===== config.mk =====
export PLATFORM = sky130hd
export DESIGN_NAME = fnd_scan_ctrl
export DESIGN_NICKNAME = d
export VERILOG_FILES = /design/src/rtl/fnd_pkg.sv /design/src/rtl/bin2bcd_seq.sv /design/src/rtl/fnd_scan_ctrl.sv
export SDC_FILE = /design/constraint.sdc
export NUM_CORES = 1
export LEC_CHECK = 0
export ABC_CLOCK_PERIOD_IN_PS = 4400
export CAP_MARGIN = 15
export CORE_MARGIN = 2
export CORE_UTILIZATION = 30
export DETAILED_ROUTE_END_ITERATION = 16
export GPL_ROUTABILITY_DRIVEN = 0
export PLACE_DENSITY = 0.45
export SLEW_MARGIN = 20
export SYNTH_ARGS = -nofsm -noshare
export SYNTH_HDL_FRONTEND = slang
export SYNTH_SLANG_ARGS = --single-unit

===== constraint.sdc =====
create_clock -name clk -period 4.4 [get_ports clk]
set_clock_uncertainty 0.15 [all_clocks]
set_input_delay 0.44 -clock clk [delete_from_list [all_inputs] [get_ports clk]]
set_output_delay 0.44 -clock clk [all_outputs]
set_load 0.01 [all_outputs]

===== src/rtl/fnd_pkg.sv =====
// Shared constants for the 7-segment (FND) display blocks.
// Segment patterns are active-low, bit order g..a (bit 6 = g, bit 0 = a).
package fnd_pkg;

  // Enough BCD digits to hold any binary input up to 27 bits (2^27-1 = 134,217,727)
  localparam int BCD_MAX_DIGITS = 9;

  // Glyphs for nibble values 0-9, A, b, C, d, E, F
  localparam logic [6:0] GLYPH_TABLE [0:15] = '{
    7'h40, 7'h79, 7'h24, 7'h30, 7'h19, 7'h12, 7'h02, 7'h78,
    7'h00, 7'h10, 7'h08, 7'h03, 7'h46, 7'h21, 7'h06, 7'h0E
  };

  // Only segment g lit: shown on every digit when the value does not fit
  localparam logic [6:0] SEG_DASH  = 7'h3F;

  // All segments dark: used for blanked leading zeros
  localparam logic [6:0] SEG_BLANK = 7'h7F;

  function automatic logic [6:0] glyph(input logic [3:0] nib);
    return GLYPH_TABLE[nib];
  endfunction

endpackage


===== src/rtl/bin2bcd_seq.sv =====
// Sequential binary-to-BCD converter (shift-add-3), one input bit per cycle.
// done/bcd/ovf are combinational and describe the value produced by the final
// shift, so the consumer can capture it on the same edge that busy drops.
module bin2bcd_seq import fnd_pkg::*; #(
  parameter int DATA_W = 14,
  parameter int DIGITS = 4
) (
  input  logic                  clk,
  input  logic                  rst,
  input  logic                  start,
  input  logic [DATA_W-1:0]     bin,
  output logic                  busy,
  output logic                  done,
  output logic [4*DIGITS-1:0]   bcd,
  output logic                  ovf
);

  localparam int BCD_W = 4 * BCD_MAX_DIGITS;
  localparam int CW    = $clog2(DATA_W + 1);

  logic [DATA_W-1:0] sreg;
  logic [BCD_W-1:0]  acc;
  logic [BCD_W-1:0]  adj;
  logic [BCD_W-1:0]  next_acc;
  logic [CW-1:0]     cnt;

  // Add-3 correction on every BCD digit >= 5, then shift in the next binary bit
  always_comb begin
    adj = acc;
    for (int d = 0; d < BCD_MAX_DIGITS; d++) begin
      if (acc[4*d +: 4] >= 4'd5)
        adj[4*d +: 4] = acc[4*d +: 4] + 4'd3;
    end
    next_acc = {adj[BCD_W-2:0], sreg[DATA_W-1]};
  end

  assign done = busy && (cnt == CW'(1));
  assign bcd  = next_acc[4*DIGITS-1:0];
  assign ovf  = (next_acc >> (4*DIGITS)) != '0;

  // Load on start, then step once per cycle for DATA_W cycles
  always_ff @(posedge clk or posedge rst) begin
    if (rst) begin
      sreg <= '0;
      acc  <= '0;
      cnt  <= '0;
      busy <= 1'b0;
    end else if (start && !busy) begin
      sreg <= bin;
      acc  <= '0;
      cnt  <= CW'(DATA_W);
      busy <= 1'b1;
    end else if (busy) begin
      sreg <= {sreg[DATA_W-2:0], 1'b0};
      acc  <= next_acc;
      cnt  <= cnt - CW'(1);
      if (cnt == CW'(1))
        busy <= 1'b0;
    end
  end

endmodule


===== src/rtl/fnd_scan_ctrl.sv =====
// Multiplexed 7-segment display scanner with hex/decimal input, leading-zero
// blanking, overflow dashes and whole-display blink.
module fnd_scan_ctrl import fnd_pkg::*; #(
  parameter int DIGITS      = 4,
  parameter int DATA_W      = 14,
  parameter int SCAN_DIV    = 100_000,
  parameter int BLINK_SCANS = 128
) (
  input  logic              clk,
  input  logic              rst,
  input  logic              data_valid,
  input  logic [DATA_W-1:0] data,
  input  logic              mode_hex,
  input  logic [DIGITS-1:0] dp,
  input  logic              blank_lz,
  input  logic              blink_en,
  output logic              busy,
  output logic [7:0]        seg,
  output logic [DIGITS-1:0] seg_comm
);

  localparam int PW = $clog2(SCAN_DIV);
  localparam int IW = $clog2(DIGITS);
  localparam int BW = $clog2(BLINK_SCANS + 1);

  logic                  accept;
  logic                  conv_done;
  logic                  conv_ovf;
  logic [4*DIGITS-1:0]   conv_bcd;
  logic [31:0]           hex_ext;
  logic                  hex_ovf;

  logic [4*DIGITS-1:0]   disp_val;
  logic                  disp_ovf;

  logic [PW-1:0]         presc;
  logic                  tick;
  logic [IW-1:0]         index;
  logic                  started;
  logic [BW-1:0]         blink_cnt;
  logic                  phase_on;

  logic [3:0]            cur_nib;
  logic                  blank_now;
  logic [6:0]            glyph_now;
  logic [DIGITS-1:0]     comm_now;

  assign accept  = data_valid && !busy;
  assign hex_ext = {{(32-DATA_W){1'b0}}, data};
  assign hex_ovf = (hex_ext >> (4*DIGITS)) != 32'd0;

  bin2bcd_seq #(
    .DATA_W (DATA_W),
    .DIGITS (DIGITS)
  ) u_conv (
    .clk   (clk),
    .rst   (rst),
    .start (accept && !mode_hex),
    .bin   (data),
    .busy  (busy),
    .done  (conv_done),
    .bcd   (conv_bcd),
    .ovf   (conv_ovf)
  );

  // Display register: hex loads directly, decimal loads when conversion ends
  always_ff @(posedge clk or posedge rst) begin
    if (rst) begin
      disp_val <= '0;
      disp_ovf <= 1'b0;
    end else if (accept && mode_hex) begin
      disp_val <= hex_ext[4*DIGITS-1:0];
      disp_ovf <= hex_ovf;
    end else if (conv_done) begin
      disp_val <= conv_bcd;
      disp_ovf <= conv_ovf;
    end
  end

  assign tick = (presc == PW'(SCAN_DIV - 1));

  // Scan prescaler, digit index and blink phase; first tick only enables output
  always_ff @(posedge clk or posedge rst) begin
    if (rst) begin
      presc     <= '0;
      index     <= '0;
      started   <= 1'b0;
      blink_cnt <= '0;
      phase_on  <= 1'b1;
    end else begin
      presc <= tick ? '0 : presc + PW'(1);
      if (tick) begin
        if (!started)
          started <= 1'b1;
        else if (index == IW'(DIGITS - 1))
          index <= '0;
        else
          index <= index + IW'(1);
        if (blink_cnt == BW'(BLINK_SCANS - 1)) begin
          blink_cnt <= '0;
          phase_on  <= ~phase_on;
        end else begin
          blink_cnt <= blink_cnt + BW'(1);
        end
      end
    end
  end

  // Select the glyph and digit strobe for the current index
  always_comb begin
    cur_nib   = disp_val[4*int'(index) +: 4];
    blank_now = blank_lz && (index != '0) &&
                ((disp_val >> (4*int'(index))) == '0);
    if (disp_ovf)
      glyph_now = SEG_DASH;
    else if (blank_now)
      glyph_now = SEG_BLANK;
    else
      glyph_now = glyph(cur_nib);
    if (blink_en && !phase_on)
      comm_now = '1;
    else
      comm_now = ~(DIGITS'(1) << index);
  end

  // Registered outputs; dark until the first scan tick after reset
  always_ff @(posedge clk or posedge rst) begin
    if (rst) begin
      seg      <= 8'hFF;
      seg_comm <= '1;
    end else if (started) begin
      seg      <= {~dp[index], glyph_now};
      seg_comm <= comm_now;
    end
  end

endmodule


-- Word-level counts from Yosys, hierarchy flattened
Memories as Yosys holds them, arrays and structs flattened.
Cells that the tools add are included.
- bits in registers: 113
- bits in read-only memories: 112
- input port bits: 24
- word-level logic and storage cells: 99
- memories kept: 1
- memories (name ; depth ; bits a word ; rd ports ; clocked after Yosys merged registers in ; wr ports ; RTL line ; source):
    (no name shown) ; 16 ; 7 ; 1 ; 0 ; 0 ; fnd_pkg.sv:21 ; return GLYPH_TABLE[nib];
- add/subtract/negate cells: 13
- order comparisons: 11
- equality and inequality tests: 4
- shifts and indexed selects: 3
- mux-type cells: 32
- bitwise gates (word level): 4
- reductions and logical operators: 18
- operator list (operator ; number):
    $mux W36 ; 2
    $mux W4 ; 11
    $ge A4 B3 Y1 const B ; 9
    $reduce_bool A36 Y1 ; 1
    $add A4 B2 Y4 const B ; 8
    $mux W16 ; 2
    $mux W14 ; 2
    $mux W7 ; 4
    $add A17 B1 Y17 const B ; 1
    $eq A17 B17 Y1 const B ; 1
    $mux W17 ; 1
    $logic_not A16 Y1 ; 1
    $shiftx A16 B5 Y4 ; 1
    $shr A16 B4 Y16 ; 1
    $add A8 B1 Y8 const B ; 1
    $eq A8 B7 Y1 const B ; 1
    $logic_and A1 B1 Y1 ; 8
    $mux W8 ; 1
    $mux W1 ; 6
    $reduce_bool A2 Y1 ; 3
    $ge A5 B5 Y1 const B ; 1
    $not A4 Y5 ; 1
    $eq A4 B1 Y1 const B ; 1
    $not A4 Y4 ; 1
    12 further kinds ; 16

-- Depth between registers and ports, before layout
- depth in word-level cells: 7
- gate-level depth with buffers: 9
- gate-level depth less buffers: 8

-- By module
From an unflattened synthesis, not the netlist that was laid out.
- cells, all modules: 665
- area, all modules: 6332.3 um^2
- modules (own cells, without submodules) (module ; instances ; cells each ; area an instance (um^2) ; sequential area each (um^2)):
    bin2bcd_seq ; 1 ; 355 ; 3235.6 ; 1376.3
    fnd_scan_ctrl ; 1 ; 310 ; 3096.7 ; 1467.7

-- Worst setup path before layout
OpenSTA, ideal clock, no wires.
- path type: reg-to-reg
- start point: register index[0]
- end point: register seg[0]
- setup time: 77 ps
- arrival time: 2051 ps
- path slack: 2122 ps
- cell stages (with the launch flop): 9
- path buffers: 1
- period minus slack after synthesis: 2278 ps
- cells stage by stage: dfrtp_1 -> buf_4 -> mux4_2 -> inv_1 -> ha_1 -> nand2_1 -> a211oi_1 -> nor3b_1 -> a31oi_1
- cells in the longest elaborated chain, start to end: 7
- ends and longest elaborated chain (what ; RTL line ; source):
    from (decl) ; fnd_scan_ctrl.sv:38 ; logic [IW-1:0] index;
    from (signal assigned) ; fnd_scan_ctrl.sv:98 ; index <= index + IW'(1);
    $shiftx A16 B5 Y4 ; fnd_scan_ctrl.sv:111 ; cur_nib = disp_val[4*int'(index) +: 4];
    $not A4 Y5 (not written as such) ; fnd_pkg.sv:21 ;
    $mem_v2 Z16 W7 ; -- ;
    $mux W7 (not written as such) (2 in series) ; fnd_pkg.sv:21 ;
    $mux W7 * ; fnd_scan_ctrl.sv:116 ; else if (blank_now)
    $mux W7 * ; fnd_scan_ctrl.sv:114 ; if (disp_ovf)
    to (signal assigned) ; fnd_scan_ctrl.sv:132 ; seg <= {~dp[index], glyph_now};
    to (decl) ; fnd_scan_ctrl.sv:18 ; output logic [7:0] seg,
Every way passes the cells marked *; elsewhere a longest branch is shown, timed or not. The select of a mux whose other input is x is not followed.
A chain may end at the register's enable or synchronous reset.

-- Final worst setup path
- start point: register u_conv.busy
- end point: register disp_val[10]
- cells in the longest elaborated chain, start to end: 4
- ends and longest elaborated chain (what ; RTL line ; source):
    from (decl) ; bin2bcd_seq.sv:12 ; output logic busy,
    from (signal assigned) ; bin2bcd_seq.sv:47 ; busy <= 1'b0;
    from (signal assigned) ; bin2bcd_seq.sv:52 ; busy <= 1'b1;
    from (signal assigned) ; bin2bcd_seq.sv:58 ; busy <= 1'b0;
    $logic_not A1 Y1 ; fnd_scan_ctrl.sv:48 ; assign accept = data_valid && !busy;
    $logic_and A1 B1 Y1 ; fnd_scan_ctrl.sv:48 ;
    $logic_and A1 B1 Y1 ; fnd_scan_ctrl.sv:71 ; end else if (accept && mode_hex) begin
    $mux W16 / $reduce_bool A2 Y1 (equally long branches) ; -- ;
    to (signal assigned) ; fnd_scan_ctrl.sv:72 ; disp_val <= hex_ext[4*DIGITS-1:0];
    to (signal assigned) ; fnd_scan_ctrl.sv:75 ; disp_val <= conv_bcd;
    to (decl) ; fnd_scan_ctrl.sv:33 ; logic [4*DIGITS-1:0] disp_val;
Parallel ways exist; a longest one is shown, timed or not.

==> results <==
- The combinational family with the most area after synthesis is simple AND/OR/NAND/NOR gates.
- The largest area contributor in the netlist is sky130_fd_sc_hd__dfrtp_1.
- The analysis attributes to cell leakage a power of 3.259 nW.
- In the finished design, the share of the clock period the worst path needs comes to 0.7144.
- The post-synthesis average cell area is 9.692 sq um.
- Setup repair after global routing left no endpoint under its margin.
- After routing the design area is 7346 sq um.
- Of the synthesized area, sequential elements account for 0.4658.
- For this run, asynchronously set or reset flops after synthesis account for 1.000.
- The final net count is 717.
- The count of port buffers added during placement is 36.
- Max-cap violations in this run came to 0.
- The initial antenna violation count came to 0.
- The mux cell area share after synthesis is 0.04324.
- For this run, design rule violations remaining after detail routing come to 0.
- The standard cell core area is 20,100 sq um.
- The number of failing setup endpoints in the final timing report is 0.
- Synthesis produced a netlist whose cell count is 630.
- The clock period minus final worst setup slack is 3143 ps.
- The area enclosed by the die boundary is 21,510 sq um.
- TritonCTS built the clock tree.
- The antenna diode instance count is 0.
- The clock slew at the register clock pins of the worst setup and hold paths is 60 ps.
- Once the clock tree was built, the setup fixing pass inserted 0 buffers.
- The cell at the root of the clock tree is sky130_fd_sc_hd__clkbuf_16.
- The number of hold-slack violations in the final timing report is 0.
- Yosys printed 0 warnings.
- The share of layout cells above drive strength 1 is 0.1172.
- The hold buffer count at CTS is 0.
- The floorplan has 52 rows.
- In this run the cell area measured after placement is 6719 sq um.
- The initial utilization of the core area, before any placement, comes to 0.3037.
- In this run the tightest slew margin relative to its limit is 0.2854.
- The actual slew at the worst max-slew pin is 1068 ps.
- The DRC violation total after the first TritonRoute iteration is 292.
- The most common library cell in the layout ignoring fill and taps is sky130_fd_sc_hd__dfrtp_1.
- The area growth from synthesis to final layout is 20.31%.
- The library cells used most frequently in the layout, excluding fill and tap cells, are sky130_fd_sc_hd__dfrtp_1 (99), sky130_fd_sc_hd__nand2_1 (95), sky130_fd_sc_hd__o21ai_0 (40).
- The startpoint identified for the worst register-to-register timing path is u_conv.busy$_DFF_PP0_.
- The final layout contains routed wiring with a total length of 14,500 microns.
- Across every metal layer, demand over resource in global routing totals 0.1425.
- The worst reg-to-reg setup slack is 1260 ps.
- Gates resized during post-CTS repair numbered 0.
- The critical path required time is 4580 ps.
- The worst hold path begins at u_conv.sreg[4]$_DFFE_PP0P_.
- The core utilization of the finished layout is 0.3654.
- The class of the tightest hold or removal check is register to register.
- The capturing point of the worst reg2reg path is disp_val[10]$_DFFE_PP0P_.
- Of the total synthesized cell area, the portion taken by full adders, half adders and majority gates is 0.06557.
- The total global routing overflow is 0.
- Counting flops and latches in the post-synthesis netlist gives 113.
- Ranked by total cell area, the synthesized netlist is headed by sky130_fd_sc_hd__dfrtp_1 (41%), sky130_fd_sc_hd__ha_1 (6.6%), sky130_fd_sc_hd__nand2_1 (5.8%), sky130_fd_sc_hd__dfstp_2 (5.6%), sky130_fd_sc_hd__o21ai_0 (3.3%).
- The unique cell type count in the Yosys netlist is 60.
- The number of vias in the routed layout is 4,689.
- Once detailed placement completed, the half-perimeter wirelength came to 9982 microns.
- The number of ports placed on the die boundary is 37.
- Derived from the worst setup path, the maximum achievable clock frequency is 318.1 MHz.
- The arrival time of the worst setup path is 3330 ps.
- The path type of the worst setup path is register to register.
- The overall die width is 146.7 microns.
- The number of nets in the synthesized netlist is 686.
- The endpoint class of the critical path is a register.
- In this run, synthesis inferred 0 flip-flops with an integrated enable.
- The number of vias per cell after detailed routing is 4.967.
- The first global-routing pass estimated 24,420 microns of wire.
- The post-synthesis compound-gate area fraction is 0.1635.
- The kind of start point of the critical path is a register.
- The mean routed wirelength per cell is 15.36 microns.
- Of all nets on the critical path, the largest fanout is 58.
- In this run the vertical extent of the chip is 146.7 microns.
- The design draws 4.752 mW.
- IR analysis of the VDD net gives a maximum drop of 0.0002161 V.
- The clock net sink count is 113.
- Along the worst hold path, the cell count comes to 2.
- The logic depth of the worst register-to-register path is 5.
- The largest buffer count on any clock path is 2.
- The first-pass iteration count of the detailed router is 5.
- Setup total negative slack on the finished layout was measured at 0 ps.
- At the later pin of the worst-skew pair, clock insertion delay measures 420 ps.
- Of the total synthesized cell area, the portion taken by AND, OR, NAND and NOR gates is 0.1764.
- Entering global routing, the biggest net connects 59 pins.
- Power spread over the standard cell area amounts to 646.9 nW/um^2.
- The run finished with clean final reports.
- The mapped netlist covers 6106 sq um.
- The final antenna-violating net count is 0.
- The final number of max-transition violations is 0.
- The maximum level of the CTS H-tree is 4.
- Buffers inserted during clock tree synthesis total 17.
- The xor/xnor cell area share of the yosys netlist is 0.04303.
- In the synthesized netlist the dominant register cell turns out to be sky130_fd_sc_hd__dfrtp_1.
- The number of global-route vias before repair is 4,702.
- The fraction of synthesized cell area taken by the top area cell type is 0.4098.
- The path with the worst hold slack has its endpoint at u_conv.sreg[4]$_DFFE_PP0P_.
[registers in the layout (all words and copies together), names as in the netlist]
register	cells
blink_cnt	8
disp_ovf	1
disp_val	16
index	2
phase_on	1
presc	17
seg	8
seg_comm	4
started	1
u_conv.acc	36
u_conv.busy	1
u_conv.cnt	4
u_conv.sreg	14
[layout make-up]
cell class / count / area, sq um
tap: 270 / 337.8
clock inverter: 13 / 183.9
inverter: 31 / 118.9
multi-input combinational: 456 / 3012
fill: 1968 / 12760
sequential: 113 / 2845
timing repair buffer: 42 / 405.4
clock buffer: 19 / 442.9
[worst max path at each step]
stage,slack [ps],cells past startpoint,from,endpoint
after global placement,1410,5,u_conv.busy$_DFF_PP0_,disp_val[6]$_DFFE_PP0P_
after CTS,1330,5,u_conv.busy$_DFF_PP0_,disp_val[6]$_DFFE_PP0P_
after global routing,920,5,u_conv.busy$_DFF_PP0_,disp_val[6]$_DFFE_PP0P_
after floorplan,840,1,rst,blink_cnt[0]$_DFFE_PP0N_
final,1260,5,u_conv.busy$_DFF_PP0_,disp_val[10]$_DFFE_PP0P_
after detailed placement,1350,5,u_conv.busy$_DFF_PP0_,disp_val[10]$_DFFE_PP0P_
[power breakdown]
| group | internal (mW) | switching, mW |
|---|---|---|
| logic | 0.726 | 0.884 |
| registers | 1.33 | 0.339 |
| clock network | 0.963 | 0.507 |
[layer usage]
| layer | GRT usage | up-vias | routed length [microns] |
|---|---|---|---|
| met2 | 0.2324 | 65 | 6926 |
| met3 | 0.03250 | 23 | 392 |
| met5 | 0 | - | 0 |
| met4 | 0.05534 | 0 | 289 |
| li1 | - | 2297 | - |
| met1 | 0.1842 | 2304 | 6890 |
[Yosys cell counts, types with 2 or more instances]
library cell and n:
sky130_fd_sc_hd__buf_1 3, sky130_fd_sc_hd__dfrtp_1 100, sky130_fd_sc_hd__a21o_1 7, sky130_fd_sc_hd__ha_1 32, sky130_fd_sc_hd__mux2_2 9, sky130_fd_sc_hd__nor4_1 5
sky130_fd_sc_hd__o21ai_2 2, sky130_fd_sc_hd__a2111oi_0 2, sky130_fd_sc_hd__nand4_1 6, sky130_fd_sc_hd__o22ai_1 11, sky130_fd_sc_hd__inv_1 31, sky130_fd_sc_hd__nor3b_1 7
sky130_fd_sc_hd__and3_2 2, sky130_fd_sc_hd__dfstp_2 13, sky130_fd_sc_hd__xnor2_1 21, sky130_fd_sc_hd__a211oi_1 2, sky130_fd_sc_hd__and3_1 9, sky130_fd_sc_hd__nor2_1 35
sky130_fd_sc_hd__a22o_1 3, sky130_fd_sc_hd__nor2b_1 4, sky130_fd_sc_hd__o211ai_1 3, sky130_fd_sc_hd__a31oi_1 8, sky130_fd_sc_hd__xor2_1 9, sky130_fd_sc_hd__a32o_1 3
sky130_fd_sc_hd__nand2_1 95, sky130_fd_sc_hd__nor3_1 5, sky130_fd_sc_hd__or3_1 6, sky130_fd_sc_hd__nand3_1 15, sky130_fd_sc_hd__nand4b_1 2, sky130_fd_sc_hd__o31ai_1 8
sky130_fd_sc_hd__mux2i_1 5, sky130_fd_sc_hd__a221o_1 4, sky130_fd_sc_hd__buf_2 2, sky130_fd_sc_hd__mux4_2 5, sky130_fd_sc_hd__o21ai_0 40, sky130_fd_sc_hd__a21oi_1 30
sky130_fd_sc_hd__nand2b_1 14, sky130_fd_sc_hd__or2_2 2, sky130_fd_sc_hd__and2_1 2, sky130_fd_sc_hd__or3b_2 2, sky130_fd_sc_hd__clkbuf_1 22, sky130_fd_sc_hd__a22oi_1 26
[cell families after synthesis]
| family | Yosys count |
|---|---|
| buf+inv | 61 |
| mux | 19 |
| simple gates | 220 |
| compound gates | 155 |
| fa+ha+maj | 32 |
| xor+xnor | 30 |
| flops | 113 |
[through the flow]
stage / hold slack, ps / instances / setup WS, ps
finish: 325.8 / 944 / 1257
global route: 344.3 / 944 / 916.2
detailed placement: 313.5 / 912 / 1354
floorplan: 291.3 / 630 / 844.2
CTS: 327.2 / 944 / 1329
global placement: 311.2 / 911 / 1409
[critical path, cell delays in order (launching register included)]
cell and delay, ps:
sky130_fd_sc_hd__dfrtp_2 1030, sky130_fd_sc_hd__inv_1 250, sky130_fd_sc_hd__and3_1 420, sky130_fd_sc_hd__nor2_1 890, sky130_fd_sc_hd__a22oi_1 160, sky130_fd_sc_hd__o21ai_0 130
Power figures use the tool's default switching activity.
